<file path="config.mk">
export PLATFORM = sky130hd
export DESIGN_NAME = wb_drv_cfg_loader
export DESIGN_NICKNAME = d
export VERILOG_FILES = /design/src/rtl/wb_drv_cfg_loader.sv
export SDC_FILE = /design/constraint.sdc
export NUM_CORES = 1
export LEC_CHECK = 0
export CAP_MARGIN = 10
export CORE_MARGIN = 5
export CORE_UTILIZATION = 42
export DETAILED_ROUTE_END_ITERATION = 8
export GPL_TIMING_DRIVEN = 0
export PLACE_DENSITY_LB_ADDON = 0.08
export SYNTH_ARGS = -nofsm -noshare
export SYNTH_HDL_FRONTEND = slang
export SYNTH_SLANG_ARGS = --single-unit
</file>
<file path="constraint.sdc">
create_clock -name clk -period 2.54 [get_ports clk]
set_clock_uncertainty 0.1 [all_clocks]
set_input_delay 0.254 -clock clk [delete_from_list [all_inputs] [get_ports clk]]
set_output_delay 0.254 -clock clk [all_outputs]
set_load 0.02 [all_outputs]
</file>
<file path="src/rtl/wb_drv_cfg_loader.sv">
// Loads four driver config words over pipelined Wishbone, with optional readback-compare.
// Latency: 2 cycles per transaction with no stall and ack one cycle after accept; o_done one cycle after the last ack.
// Backpressure: i_wb_stall holds the request stable; a missing ack aborts the sequence after TIMEOUT cycles.
// Ports: clk/reset (async active-low); i_start/i_verify request a sequence; i_cfg0..3 hold the values.
//        o_wb_* / i_wb_* form the Wishbone master; o_busy/o_done/o_err/o_err_idx/o_err_code report status.
module wb_drv_cfg_loader #(
  parameter logic [31:0] BASE_ADDR = 32'h0300_0000,
  parameter int unsigned TIMEOUT   = 16
) (
  input  logic        clk,
  input  logic        reset,
  input  logic        i_start,
  input  logic        i_verify,
  input  logic [31:0] i_cfg0,
  input  logic [31:0] i_cfg1,
  input  logic [31:0] i_cfg2,
  input  logic [31:0] i_cfg3,
  output logic        o_wb_cyc,
  output logic        o_wb_stb,
  output logic        o_wb_we,
  output logic [31:0] o_wb_addr,
  output logic [31:0] o_wb_data,
  input  logic        i_wb_ack,
  input  logic        i_wb_stall,
  input  logic [31:0] i_wb_data,
  output logic        o_busy,
  output logic        o_done,
  output logic        o_err,
  output logic [1:0]  o_err_idx,
  output logic [1:0]  o_err_code
);

  localparam logic [1:0] S_IDLE = 2'd0;
  localparam logic [1:0] S_REQ  = 2'd1;
  localparam logic [1:0] S_WAIT = 2'd2;
  localparam logic [1:0] S_FIN  = 2'd3;

  localparam logic [1:0] ERR_TIMEOUT  = 2'd1;
  localparam logic [1:0] ERR_MISMATCH = 2'd2;

  localparam int unsigned CW = (TIMEOUT < 2) ? 1 : $clog2(TIMEOUT);
  localparam logic [CW-1:0] TO_LAST = CW'(TIMEOUT - 1);

  logic [1:0]       state_q, state_d;
  logic [1:0]       idx_q, idx_d;
  logic             rd_q, rd_d;        // 0 = write pass, 1 = readback pass
  logic [CW-1:0]    cnt_q, cnt_d;
  logic             verify_q, verify_d;
  logic [3:0][31:0] cfg_q, cfg_d;
  logic             err_q, err_d;
  logic [1:0]       err_idx_q, err_idx_d;
  logic [1:0]       err_code_q, err_code_d;

  logic timeout;
  assign timeout = (cnt_q == TO_LAST);

  always_comb begin
    state_d    = state_q;
    idx_d      = idx_q;
    rd_d       = rd_q;
    cnt_d      = cnt_q;
    verify_d   = verify_q;
    cfg_d      = cfg_q;
    err_d      = err_q;
    err_idx_d  = err_idx_q;
    err_code_d = err_code_q;
    case (state_q)
      S_IDLE: begin
        if (i_start) begin
          cfg_d      = {i_cfg3, i_cfg2, i_cfg1, i_cfg0};
          verify_d   = i_verify;
          err_d      = 1'b0;
          err_idx_d  = 2'd0;
          err_code_d = 2'd0;
          idx_d      = 2'd0;
          rd_d       = 1'b0;
          cnt_d      = '0;
          state_d    = S_REQ;
        end
      end
      S_REQ: begin
        cnt_d = cnt_q + 1'b1;
        if (timeout) begin
          err_d      = 1'b1;
          err_code_d = ERR_TIMEOUT;
          err_idx_d  = idx_q;
          state_d    = S_FIN;
        end else if (!i_wb_stall) begin
          state_d = S_WAIT;
        end
      end
      S_WAIT: begin
        cnt_d = cnt_q + 1'b1;
        // An ack in the same cycle as the timeout wins.
        if (i_wb_ack) begin
          cnt_d = '0;
          if (rd_q && (i_wb_data != cfg_q[idx_q])) begin
            err_d      = 1'b1;
            err_code_d = ERR_MISMATCH;
            err_idx_d  = idx_q;
            state_d    = S_FIN;
          end else if (idx_q != 2'd3) begin
            idx_d   = idx_q + 2'd1;
            state_d = S_REQ;
          end else if (!rd_q && verify_q) begin
            rd_d    = 1'b1;
            idx_d   = 2'd0;
            state_d = S_REQ;
          end else begin
            state_d = S_FIN;
          end
        end else if (timeout) begin
          err_d      = 1'b1;
          err_code_d = ERR_TIMEOUT;
          err_idx_d  = idx_q;
          state_d    = S_FIN;
        end
      end
      S_FIN: begin
        cnt_d   = '0;
        state_d = S_IDLE;
      end
      default: state_d = S_IDLE;
    endcase
  end

  always_ff @(posedge clk or negedge reset) begin
    if (!reset) begin
      state_q    <= S_IDLE;
      idx_q      <= 2'd0;
      rd_q       <= 1'b0;
      cnt_q      <= '0;
      verify_q   <= 1'b0;
      cfg_q      <= '0;
      err_q      <= 1'b0;
      err_idx_q  <= 2'd0;
      err_code_q <= 2'd0;
    end else begin
      state_q    <= state_d;
      idx_q      <= idx_d;
      rd_q       <= rd_d;
      cnt_q      <= cnt_d;
      verify_q   <= verify_d;
      cfg_q      <= cfg_d;
      err_q      <= err_d;
      err_idx_q  <= err_idx_d;
      err_code_q <= err_code_d;
    end
  end

  // Bus outputs decode straight from state so an async reset releases the bus immediately.
  logic in_req;
  assign in_req     = (state_q == S_REQ);
  assign o_wb_cyc   = in_req || (state_q == S_WAIT);
  assign o_wb_stb   = in_req;
  assign o_wb_we    = in_req && !rd_q;
  assign o_wb_addr  = in_req ? (BASE_ADDR + {30'd0, idx_q}) : 32'd0;
  assign o_wb_data  = (in_req && !rd_q) ? cfg_q[idx_q] : 32'd0;
  assign o_busy     = o_wb_cyc;
  assign o_done     = (state_q == S_FIN);
  assign o_err      = err_q;
  assign o_err_idx  = err_idx_q;
  assign o_err_code = err_code_q;

endmodule

</file>
# ---- After elaboration in Yosys (flattened, before gate mapping)
# Cells that the tools add are included.
dict set report classes {
  n_addsub 3
  magnitude_cmp 1
  eq_ne 15
  n_mux 40
  reduce_logical 13
}
# operator count
set ops {}
lappend ops {{$bmux W32 S2} 1}
lappend ops {{$mux W32} 2}
lappend ops {{$mux W2} 19}
lappend ops {{$ne A32 B32 Y1} 1}
lappend ops {{$add A26 B2 Y27 const A} 1}
lappend ops {{$mux W27} 1}
lappend ops {{$pmux W4 S4} 1}
lappend ops {{$ne A2 B2 Y1 const B} 6}
lappend ops {{$ne A3 B3 Y1 const B} 4}
lappend ops {{$pmux W2 S3} 2}
lappend ops {{$mux W1} 8}
lappend ops {{$mux W4} 2}
lappend ops {{$pmux W2 S4} 1}
lappend ops {{$reduce_and A3 Y1} 2}
lappend ops {{$reduce_and A6 Y1} 1}
lappend ops {{$reduce_and A5 Y1} 1}
lappend ops {{$add A4 B1 Y4 const B} 1}
lappend ops {{$eq A2 B2 Y1 const B} 2}
lappend ops {{$eq A4 B4 Y1 const B} 1}
lappend ops {{$pmux W2 S2} 1}
lappend ops {{$logic_and A1 B1 Y1} 3}
lappend ops {{$lt A2 B3 Y1 const B} 1}
lappend ops {{$pmux W1 S3} 1}
lappend ops {{$reduce_bool A3 Y1} 1}
lappend ops {{8 further kinds} 8}
dict set report totals {
  register_bits 143
  inputBits 166
  out_inout_bits 74
}

# ---- Logic depth before layout (Yosys ltp)
# Gate-level depths: netlist of the first run.
dict set report depth {
  ltp_word 7
  depth_mapped 9
  depth_no_buf 9
}

# ---- Worst setup path before layout of the first run
# Ideal clock, no wire load.
dict set report synth_timing {
  kind {register to register}
  startpoint {register idx_q[0]}
  endpoint {register err_code_q[1] (netlist: o_err_code[1])}
  setup_time_ns 0.128
  t_arrival_ns 2.392
  required_ns 2.312
  slack_ns -0.079
  stages_incl_launch_ff 10
  period_less_slack_ns 2.619
  path_cell_list {dfrtp_1 -> buf_6 -> buf_6 -> mux4_2 -> xnor2_1 -> nand4_1 -> nor4_2 -> a21boi_2 -> o21ai_4 -> mux2_1}
}
dict set report synth_via {
  elab_chain_len 6
}
# item line
set synth_rtl {}
lappend synth_rtl {{start: declaration} 45} ;# logic [1:0] idx_q, idx_d;
lappend synth_rtl {{start signal: assignment} 140} ;# idx_q <= idx_d;
lappend synth_rtl {{$bmux W32 S2} 97} ;# if (rd_q && (i_wb_data != cfg_q[idx_q])) begin
lappend synth_rtl {{$mux W32 (not written as such)} 97}
lappend synth_rtl {{$ne A32 B32 Y1} 97}
lappend synth_rtl {{$logic_and A1 B1 Y1} 97}
lappend synth_rtl {{$ne A3 B3 Y1 (no line)} n/a}
lappend synth_rtl {{$reduce_and A3 Y1 (no line)} n/a}
lappend synth_rtl {{end signal: assignment} 147} ;# err_code_q <= err_code_d;
lappend synth_rtl {{end: declaration} 52} ;# logic [1:0] err_code_q, err_code_d;
# Every way passes these cells. The select of a mux whose other input is x is not followed.
# A chain may end at the register's enable or synchronous reset.

# ---- Final worst setup path of the first run
# Same ends and word-level chain as after synthesis.

==> impl_metrics.ini, run 1 <==
[drt]
detail_route.drc_violations = 0
drt_pass1_iterations = 4
dr_total_vias = 5206
drt-wirelength-per-cell_um = 20.5
wl_mm = 21.2
drtAntennaViolNets = 0
number_of_drc_markers_in_iteration_0 = 230
routed_via_density = 5.03

[die]
start_util = 0.423
floorplan.core_area_sq_um = 17100
floorplan.die.width_um = 141
chipHeight_um = 141
die_area_sq_um = 20000
num_io_pins = 240
rows = 48

[cts]
numCtsBuffers = 17
htree_num_levels = 4
cts_tree = built
clockBufferDepth = 2
cts_sinks = 143
clkSlewWorstSetupHoldPaths_ns = 0.06
clk_root_buffer_cell = sky130_fd_sc_hd__clkbuf_16
clk-insertion-delay-late_ns = 0.42

[power_and_ir_drop]
switching_power_mw = 4.45
power.switching_fraction = 0.344
design_power_total_mw = 12.9
ir_drop_mv = 0.643
seq_power_share = 0.304
clock_power_share = 0.197
share_comb_of_total_power = 0.499
leakagePower_nw = 4.49
internal-power_mw = 8.48
pwr_density_cell_nw_per_um2 = 1210

[synth]
synthArstFlopShare = 1.00
synth-edff-count = 0
ys.warnings.count = 0
avgSynthCellArea_sq_um = 13.8
number_of_distinct_standard_cells_referenced_by_the_synthesized_netlist = 40
netlist_area_sq_um = 7240
synth_flop_cell = sky130_fd_sc_hd__dfrtp_1
seq_area_frac_synth = 0.494
ys_seq_elements = 143
synth_cells = 526

[critical_path]
worst-setup-path-type = reg -> reg
reg2reg_setup_slack_ns = -0.39
reg2reg_from = idx_q[0]
timing.critical_path.depth = 10
timing.critical_path.max_delay_family = multiplexers
worst_path_largest_cell_delay_ns = 0.55
critPathMaxFanout = 7
timing.critical_path.arrival_ns = 3.13
reg2reg_to = o_err_code[1]
timing.critical_path.to_type = flop
setup.worst_path.start = idx_q[0]
critical_path.cell_chain = buf_12 > buf_4 > buf_16 > mux4_2 > xnor2_2 > nand4_1 > nor4_4 > a21boi_4 > o21ai_4 > mux2_4
setup.worst_path.end = o_err_code[1]
cp_data_required_time_ns = 2.74
critPathLaunchType = flop
crit_path_top_delay_cell = sky130_fd_sc_hd__mux4_2
timing.reg2reg.worst_path_depth = 10
path_buf_inv = 3

[timing]
final.setup.worst_slack_ns = -0.395
tns_ns = -2.81
slew_viol_final = 0
period_needed_ns = 2.93
timing.final.crit_share = 1.16
relSlewSlack = 0.465
fin_hold_ws_ns = 0.323
worst_pin_slew_ns = 0.803
final-hold-violation-count = 0
setup-violations-final = 8
grt_setup_unrepaired = yes
timing.fmax_mhz = 341

[grt]
total_overflow_reported_by_the_global_router = 0
gr-usage-all-layers = 0.214
number_of_global_route_vias_before_repair = 5667
antenna_found_initial = 1
maximum_number_of_pins_on_one_net_before_global_route_repair = 74
grt_pass1_wl_mm = 32.2

[run_status]
run_status = complete, but fails checks
violations = setup timing

[final_layout]
syn_to_final_growth_pct = 47.6
n_antenna_cell = 0
final-instance-count-excl-fill = 1034
most_common_library_cell_in_the_layout_ignoring_fill_and_taps = sky130_fd_sc_hd__clkdlybuf4s50_1
final_layout_size_suffix_gt1_frac = 0.355
layout_common_cells = sky130_fd_sc_hd__clkdlybuf4s50_1, sky130_fd_sc_hd__dfrtp_1, sky130_fd_sc_hd__mux2_2
finalNetCount = 969

[placement]
placement.setup.worst_slack_ns = -0.944
buffer_ports.inserted = 211
place_congestion = 0.821
place_inst = 990
hpwlAfterDp_mm = 15.8

[hold_path]
holdCritPathClass = in -> async

[flow_run]
drv_cap = 0
state kept, by name, summed over array words and instances, names as in the netlist:
register    flops
cfg_q         128
verify_q        1
o_err_idx       2
state_q         2
rd_q            1
idx_q           2
cnt_q           4
o_err_code      2
o_err           1
routing by layer:
layer	vias to the layer above	track usage	part of all wire
met2	202	0.346	0.49
met4	0	0.0719	0.020
met1	2604	0.280	0.41
li1	2372	-	-
met3	28	0.0590	0.080
met5	-	0	0
repair_timing:
item,in CTS,in global routing
resized for setup,137,39
hold endpoints to repair,72,0
setup buffers,8,3
endpoints found under the setup margin,108,74
hold buffers,1,0
gates cloned,1,0
pin swaps,12,8
power by group through the flow:
stage	combinational (mW)	clock [mW]	sequential, mW
2_1_floorplan	4.21	0	3.77
3_3_place_gp	6.05	0	3.90
3_5_place_dp	6.15	0	3.96
4_1_cts	6.47	2.61	3.92
5_1_grt	6.91	2.70	4.06
6_report	6.46	2.55	3.93
how the worst min path moves through the flow:
stage / from / cells past startpoint / to / slack, ns
3_5_place_dp: reset / 1 / cfg_q[15] / 0.22
6_report: reset / 2 / cfg_q[15] / 0.32
2_1_floorplan: reset / 0 / cfg_q[0] / -0.14
5_1_grt: i_cfg3[15] / 2 / cfg_q[111] / 0.32
3_3_place_gp: cnt_q[3] / 1 / cnt_q[3] / 0.37
4_1_cts: i_cfg3[23] / 2 / cfg_q[119] / 0.31
cell families (layout without fill, tap and decap cells):
family,Yosys count,count (layout),synth area share
compound gates,36,36,0.0332
flops,143,143,0.494
buf+inv,66,322,0.0553
other cells,1,28,0.000518
xor+xnor,32,32,0.0387
fa+ha+maj,7,7,0.0121
mux,162,162,0.302
simple gates,79,79,0.0641
stage by stage:
stage           util  area, sq um
2_1_floorplan      -         7360
6_report       0.624        10700
3_3_place_gp   0.570         9750
5_1_grt        0.624        10700
4_1_cts        0.624        10700
3_5_place_dp   0.571         9780
cell type report:
type                       count  area (sq um)
multi-input combinational    344          3520
timing repair buffer         224          2190
fill                        1367          6430
clock inverter                12           161
sequential                   143          3580
buffer                        60           484
tap                          225           282
inverter                       6          22.5
clock buffer                  20           447
cells in the mapped netlist, types with 4 or more instances:
library cell,count,share of area
sky130_fd_sc_hd__dfrtp_1,143,0.49
sky130_fd_sc_hd__mux2_2,105,0.16
sky130_fd_sc_hd__nor2b_1,36,0.031
sky130_fd_sc_hd__mux4_2,32,0.10
sky130_fd_sc_hd__xnor2_1,32,0.039
sky130_fd_sc_hd__buf_4,31,0.032
sky130_fd_sc_hd__mux2_1,25,0.039
sky130_fd_sc_hd__clkbuf_1,18,0.0093
sky130_fd_sc_hd__nand2_1,10,0.0052
sky130_fd_sc_hd__o21ai_0,10,0.0069
sky130_fd_sc_hd__nand4_1,9,0.0078
sky130_fd_sc_hd__a21oi_1,7,0.0048
sky130_fd_sc_hd__ha_1,7,0.012
sky130_fd_sc_hd__nor2_1,7,0.0036
sky130_fd_sc_hd__inv_1,6,0.0031
sky130_fd_sc_hd__buf_1,4,0.0021
sky130_fd_sc_hd__buf_2,4,0.0028
worst register-to-register path: stages, from the launching register on:
cell and delay, ns:
sky130_fd_sc_hd__dfrtp_1 0.39, sky130_fd_sc_hd__buf_12 0.15, sky130_fd_sc_hd__buf_4 0.15, sky130_fd_sc_hd__buf_16 0.14, sky130_fd_sc_hd__mux4_2 0.55, sky130_fd_sc_hd__xnor2_2 0.18
sky130_fd_sc_hd__nand4_1 0.22, sky130_fd_sc_hd__nor4_4 0.33, sky130_fd_sc_hd__a21boi_4 0.14, sky130_fd_sc_hd__o21ai_4 0.16, sky130_fd_sc_hd__mux2_4 0.31
Power figures use the tool's default switching activity.
==> inputs of run 2 (changes only) <==
- CORE_UTILIZATION: 42 -> 43
- CTS_BUF_LIST: default -> sky130_fd_sc_hd__clkbuf_8
==> impl_metrics.ini, run 2 (synthesized netlist as in run 1, its figures left out) <==
[die]
floorplan.die.width_um = 140
start_util = 0.438
floorplan.core_area_sq_um = 16500
num_io_pins = 240
die_area_sq_um = 19500
chipHeight_um = 140
rows = 47

[final_layout]
layout_common_cells = sky130_fd_sc_hd__clkdlybuf4s50_1, sky130_fd_sc_hd__dfrtp_1, sky130_fd_sc_hd__mux2_2
finalNetCount = 973
multi_input_comb_area_sq_um = 3530
most_common_library_cell_in_the_layout_ignoring_fill_and_taps = sky130_fd_sc_hd__clkdlybuf4s50_1
final_layout_size_suffix_gt1_frac = 0.364
syn_to_final_growth_pct = 45.7
largest_registers = cfg_q (128), cnt_q (4)
registers.top_by_ff_count = cfg_q
flip_flop_count_of_the_largest_register_all_copies_and_words_added = 128
n_antenna_cell = 0
seq_area_sq_um = 3580
number_of_filler_cells_placed_in_the_layout = 1270

[drt]
routed_via_density = 5.03
wl_mm = 21.2
drt-wirelength-per-cell_um = 20.5
dr.max_layer_used = met4
detail_route.drc_violations = 0
drtAntennaViolNets = 0
met2RoutedLength_mm = 10.2
met3_wirelength_mm = 1.68
drt_pass1_iterations = 4
m1WireLength_mm = 8.95
number_of_drc_markers_in_iteration_0 = 228
dr_total_vias = 5201

[critical_path]
crit_path_top_delay_cell = sky130_fd_sc_hd__mux4_2
timing.critical_path.arrival_ns = 3.12
critPathLaunchType = flop
reg2reg_from = idx_q[0]
critPathMaxFanout = 10
worst-setup-path-type = reg -> reg
crit_path_frequent_cell = sky130_fd_sc_hd__buf_12
timing.critical_path.to_type = flop
cp_data_required_time_ns = 2.76
reg2reg_setup_slack_ns = -0.36
critical_path.cell_chain = buf_12 > buf_12 > mux4_2 > xnor2_2 > nand4_1 > nor4_4 > a21boi_4 > buf_4 > o2bb2ai_1 > a22o_1
worst_path_largest_cell_delay_ns = 0.61
timing.reg2reg.worst_path_depth = 10
reg2reg_to = o_err

[timing]
relSlewSlack = 0.491
slew_viol_final = 0
setup-violations-final = 8
timing.final.crit_share = 1.14
grt_setup_unrepaired = yes
final.setup.worst_slack_ns = -0.357
timing.fmax_mhz = 345
fin_hold_ws_ns = 0.295
period_needed_ns = 2.90
final-hold-violation-count = 0
worst_pin_slew_ns = 0.764

[placement]
place_congestion = 0.823
buffer_ports.inserted = 211
placement.setup.worst_slack_ns = -0.929
hpwlAfterDp_mm = 15.7

[grt]
grt_pass1_wl_mm = 32.5
number_of_global_route_vias_before_repair = 5799
maximum_number_of_pins_on_one_net_before_global_route_repair = 75
antenna_found_initial = 0
gr-usage-all-layers = 0.218
total_overflow_reported_by_the_global_router = 0

[cts]
clk-insertion-delay-late_ns = 0.44
clkSlewWorstSetupHoldPaths_ns = 0.08
clockBufferDepth = 2
cts_sinks = 143
htree_num_levels = 4
numCtsBuffers = 17
clk_root_buffer_cell = sky130_fd_sc_hd__clkbuf_8
cts_tree = built

[run_status]
violations = setup timing
run_status = complete, but fails checks

[hold_path]
holdCritPathClass = in -> async

[power_and_ir_drop]
leakagePower_nw = 4.48
ir_drop_mv = 0.546
pwr_density_cell_nw_per_um2 = 1170

[flow_run]
drv_cap = 0
## run 2: cell count changes in the layout (fill, tap and decap cells not counted), sizes merged
cell	delta
clkbuf	-5
buf	+8
clkinv	+1
dlymetal6s2s	+3
clkdlybuf4s50	-3
clkinvlp	+1
clkdlybuf4s15	+1
dlygate4sd2	-2
## run 2: cell type report
type	instances	area share
Buffer	60	0.0453
Inverter	6	0.00213
Sequential cell	143	0.339
Timing Repair Buffer	228	0.213
Multi-Input combinational cell	344	0.335
Tap cell	220	0.0261
Clock inverter	14	0.0158
Clock buffer	18	0.0235
## run 2: worst max-delay path: cells and delay by family, from the launching register on
family / cells / cell delay, ns
xor+xnor: 1 / 0.16
flops: 1 / 0.43
mux: 1 / 0.61
compound gates: 3 / 0.44
simple gates: 2 / 0.54
buf+inv: 3 / 0.50
## run 2: worst max path at each step
stage,slack (ns),startpoint,end
3_5_place_dp,-0.93,idx_q[1],o_err_code[1]
5_1_grt,-0.43,idx_q[0],o_err
2_1_floorplan,-0.05,idx_q[0],o_err_code[1]
3_3_place_gp,-4.63,reset,cfg_q[67]
6_report,-0.36,idx_q[0],o_err
4_1_cts,-0.36,idx_q[0],o_err_code[1]
## run 2: through the flow
stage / TNS (ns) / area (sq um) / utilization / cells / total power, mW
floorplan: -0.0548 / 7360 / - / 553 / 7.98
global placement: -684.32 / 9750 / 0.590 / 984 / 9.93
detailed placement: -22.94 / 9770 / 0.592 / 985 / 10.1
CTS: -2.45 / 10500 / 0.637 / 1033 / 12.4
global route: -3.54 / 10500 / 0.638 / 1033 / 13.1
finish: -2.62 / 10500 / 0.638 / 1033 / 12.4
## run 2: routing by layer
layer / GRT usage / up-vias
met3: 0.0731 / 21
met5: 0 / -
met2: 0.354 / 203
li1: - / 2382
met1: 0.283 / 2595
met4: 0.0571 / 0
## run 2: power breakdown
part,switching [mW],internal [mW]
Clock,0.907,0.995
Combinational,2.96,3.59
Sequential,0.541,3.38
## run 2: what timing repair did
action	CTS	global route
buffers inserted	13	1
endpoints found under the setup margin	102	77
gates cloned	2	0
endpoints found under the hold margin	73	0
hold buffers	1	0
gates resized for setup	151	35
pin swaps	11	8
==> inputs of run 3 (changes only) <==
- SKIP_LAST_GASP: default -> 1
==> impl_metrics.ini, run 3 (synthesized netlist as in run 1, its figures left out) <==
[run_status]
run_status = complete, but fails checks
violations = setup timing

[final_layout]
most_common_library_cell_in_the_layout_ignoring_fill_and_taps = sky130_fd_sc_hd__clkdlybuf4s50_1
final_layout_size_suffix_gt1_frac = 0.360
finish.utilization = 0.638
registers.top_by_ff_count = cfg_q
layout_common_cells = sky130_fd_sc_hd__clkdlybuf4s50_1, sky130_fd_sc_hd__dfrtp_1, sky130_fd_sc_hd__mux2_2
multi_input_comb_area_sq_um = 3530
final_instance_area_sq_um = 10500
number_of_filler_cells_placed_in_the_layout = 1269
finalNetCount = 973
seq_area_sq_um = 3580
syn_to_final_growth_pct = 45.6
flip_flop_count_of_the_largest_register_all_copies_and_words_added = 128
largest_registers = cfg_q (128), cnt_q (4)

[power_and_ir_drop]
leakagePower_nw = 4.46
clock_power_share = 0.153
pwr_density_cell_nw_per_um2 = 1170
power.switching_fraction = 0.355
ir_drop_mv = 0.528
share_comb_of_total_power = 0.530
switching_power_mw = 4.39
internal-power_mw = 7.97
seq_power_share = 0.317

[timing]
relSlewSlack = 0.483
final.setup.worst_slack_ns = -0.359
final-hold-violation-count = 0
grt_setup_unrepaired = yes
timing.final.crit_share = 1.14
period_needed_ns = 2.90
timing.fmax_mhz = 345
worst_pin_slew_ns = 0.775
setup-violations-final = 14
tns_ns = -2.82
slew_viol_final = 0

[flow_run]
drv_cap = 0

[critical_path]
critPathLaunchType = flop
worst-setup-path-type = reg -> reg
timing.critical_path.arrival_ns = 3.13
crit_path_frequent_cell = sky130_fd_sc_hd__buf_12
worst_path_largest_cell_delay_ns = 0.54
timing.reg2reg.worst_path_depth = 10
critical_path.cell_chain = buf_12 > buf_12 > mux4_2 > xnor2_2 > nand4_1 > nor4_4 > a21boi_4 > buf_4 > o211ai_1 > a2bb2oi_2
critPathMaxFanout = 6
crit_path_top_delay_cell = sky130_fd_sc_hd__mux4_2
reg2reg_to = o_err_code[0]
timing.critical_path.to_type = flop
reg2reg_from = idx_q[0]
reg2reg_setup_slack_ns = -0.36
cp_data_required_time_ns = 2.77

[die]
chipHeight_um = 140
die_area_sq_um = 19500
num_io_pins = 240
floorplan.die.width_um = 140
start_util = 0.438
rows = 47
floorplan.core_area_sq_um = 16500

[cts]
clk_root_buffer_cell = sky130_fd_sc_hd__clkbuf_8
cts_tree = built
numCtsBuffers = 17
htree_num_levels = 4
clk-insertion-delay-late_ns = 0.44
cts_sinks = 143
clkSlewWorstSetupHoldPaths_ns = 0.08
clockBufferDepth = 2

[drt]
dr_total_vias = 5209
drtAntennaViolNets = 0
detail_route.drc_violations = 0
drt-wirelength-per-cell_um = 20.4
drt_pass1_iterations = 4
routed_via_density = 5.04
wl_mm = 21.1
number_of_drc_markers_in_iteration_0 = 204

[grt]
gr-usage-all-layers = 0.218
grt_pass1_wl_mm = 32.5
antenna_found_initial = 0
total_overflow_reported_by_the_global_router = 0
maximum_number_of_pins_on_one_net_before_global_route_repair = 75
number_of_global_route_vias_before_repair = 5799

[placement]
hpwlAfterDp_mm = 15.7
place_congestion = 0.823
buffer_ports.inserted = 211
dpl_cell_area_sq_um = 9770

[hold_path]
holdCritPathClass = in -> async
-- run 3: final cells by class --
class,count,share of cell area
flip-flops and latches,143,0.340
multi-input cells,344,0.335
repair buffers,228,0.212
plain buffers,60,0.0453
well taps,220,0.0261
clock buffers,18,0.0235
clock inverters,14,0.0158
inverters,6,0.00214
diodes,1,0.000237
-- run 3: layer usage --
metal  GRT usage  part of all wire  routed length [um]
met1       0.283              0.42                8820
met2       0.354              0.49               10300
met3      0.0731             0.082                1730
met4      0.0571             0.013                 282
met5           0                 0                   0
-- run 3: worst max-delay path by stage --
stage	from	end	slack, ns
floorplan	idx_q[0]	o_err_code[1]	-0.05
detailed placement	idx_q[1]	o_err_code[1]	-0.93
global placement	reset	cfg_q[67]	-4.63
global route	idx_q[0]	o_err_code[0]	-0.44
CTS	idx_q[0]	o_err_code[1]	-0.36
finish	idx_q[0]	o_err_code[0]	-0.36
-- run 3: metrics by stage --
step	hold WS (ns)	setup WS [ns]	std cells	total power, mW
floorplan	-0.142	-0.0548	553	7.98
global placement	0.367	-4.63	984	9.93
detailed placement	0.220	-0.929	985	10.1
CTS	0.267	-0.356	1033	12.4
global route	0.263	-0.438	1033	13.1
finish	0.298	-0.359	1034	12.4
-- run 3: worst max-delay path, delay by kind of cell, from the launching register on --
| family | cells | cell delay [ns] |
|---|---|---|
| xor gates and xnor gates | 1 | 0.17 |
| and+or+nand+nor | 2 | 0.62 |
| AOI/OAI and AO/OA | 3 | 0.46 |
| DFF | 1 | 0.43 |
| muxes | 1 | 0.54 |
| buffers and inverters | 3 | 0.47 |
-- run 3: timing repair --
item                       4_1_cts  5_1_grt
cloned                           2        0
hold buffers                     1        0
setup endpoints to repair      102       83
hold endpoints to repair        73        0
pin swaps                       11        7
resized for setup              128       46
setup buffers                   13        1
-- run 3: power by group through the flow --
stage	combinational, mW	clock, mW	sequential, mW
after floorplan	4.21	0	3.77
after global placement	6.04	0	3.90
after detailed placement	6.13	0	3.96
after CTS	6.57	1.94	3.92
after global routing	7.00	2.04	4.06
final	6.55	1.89	3.92
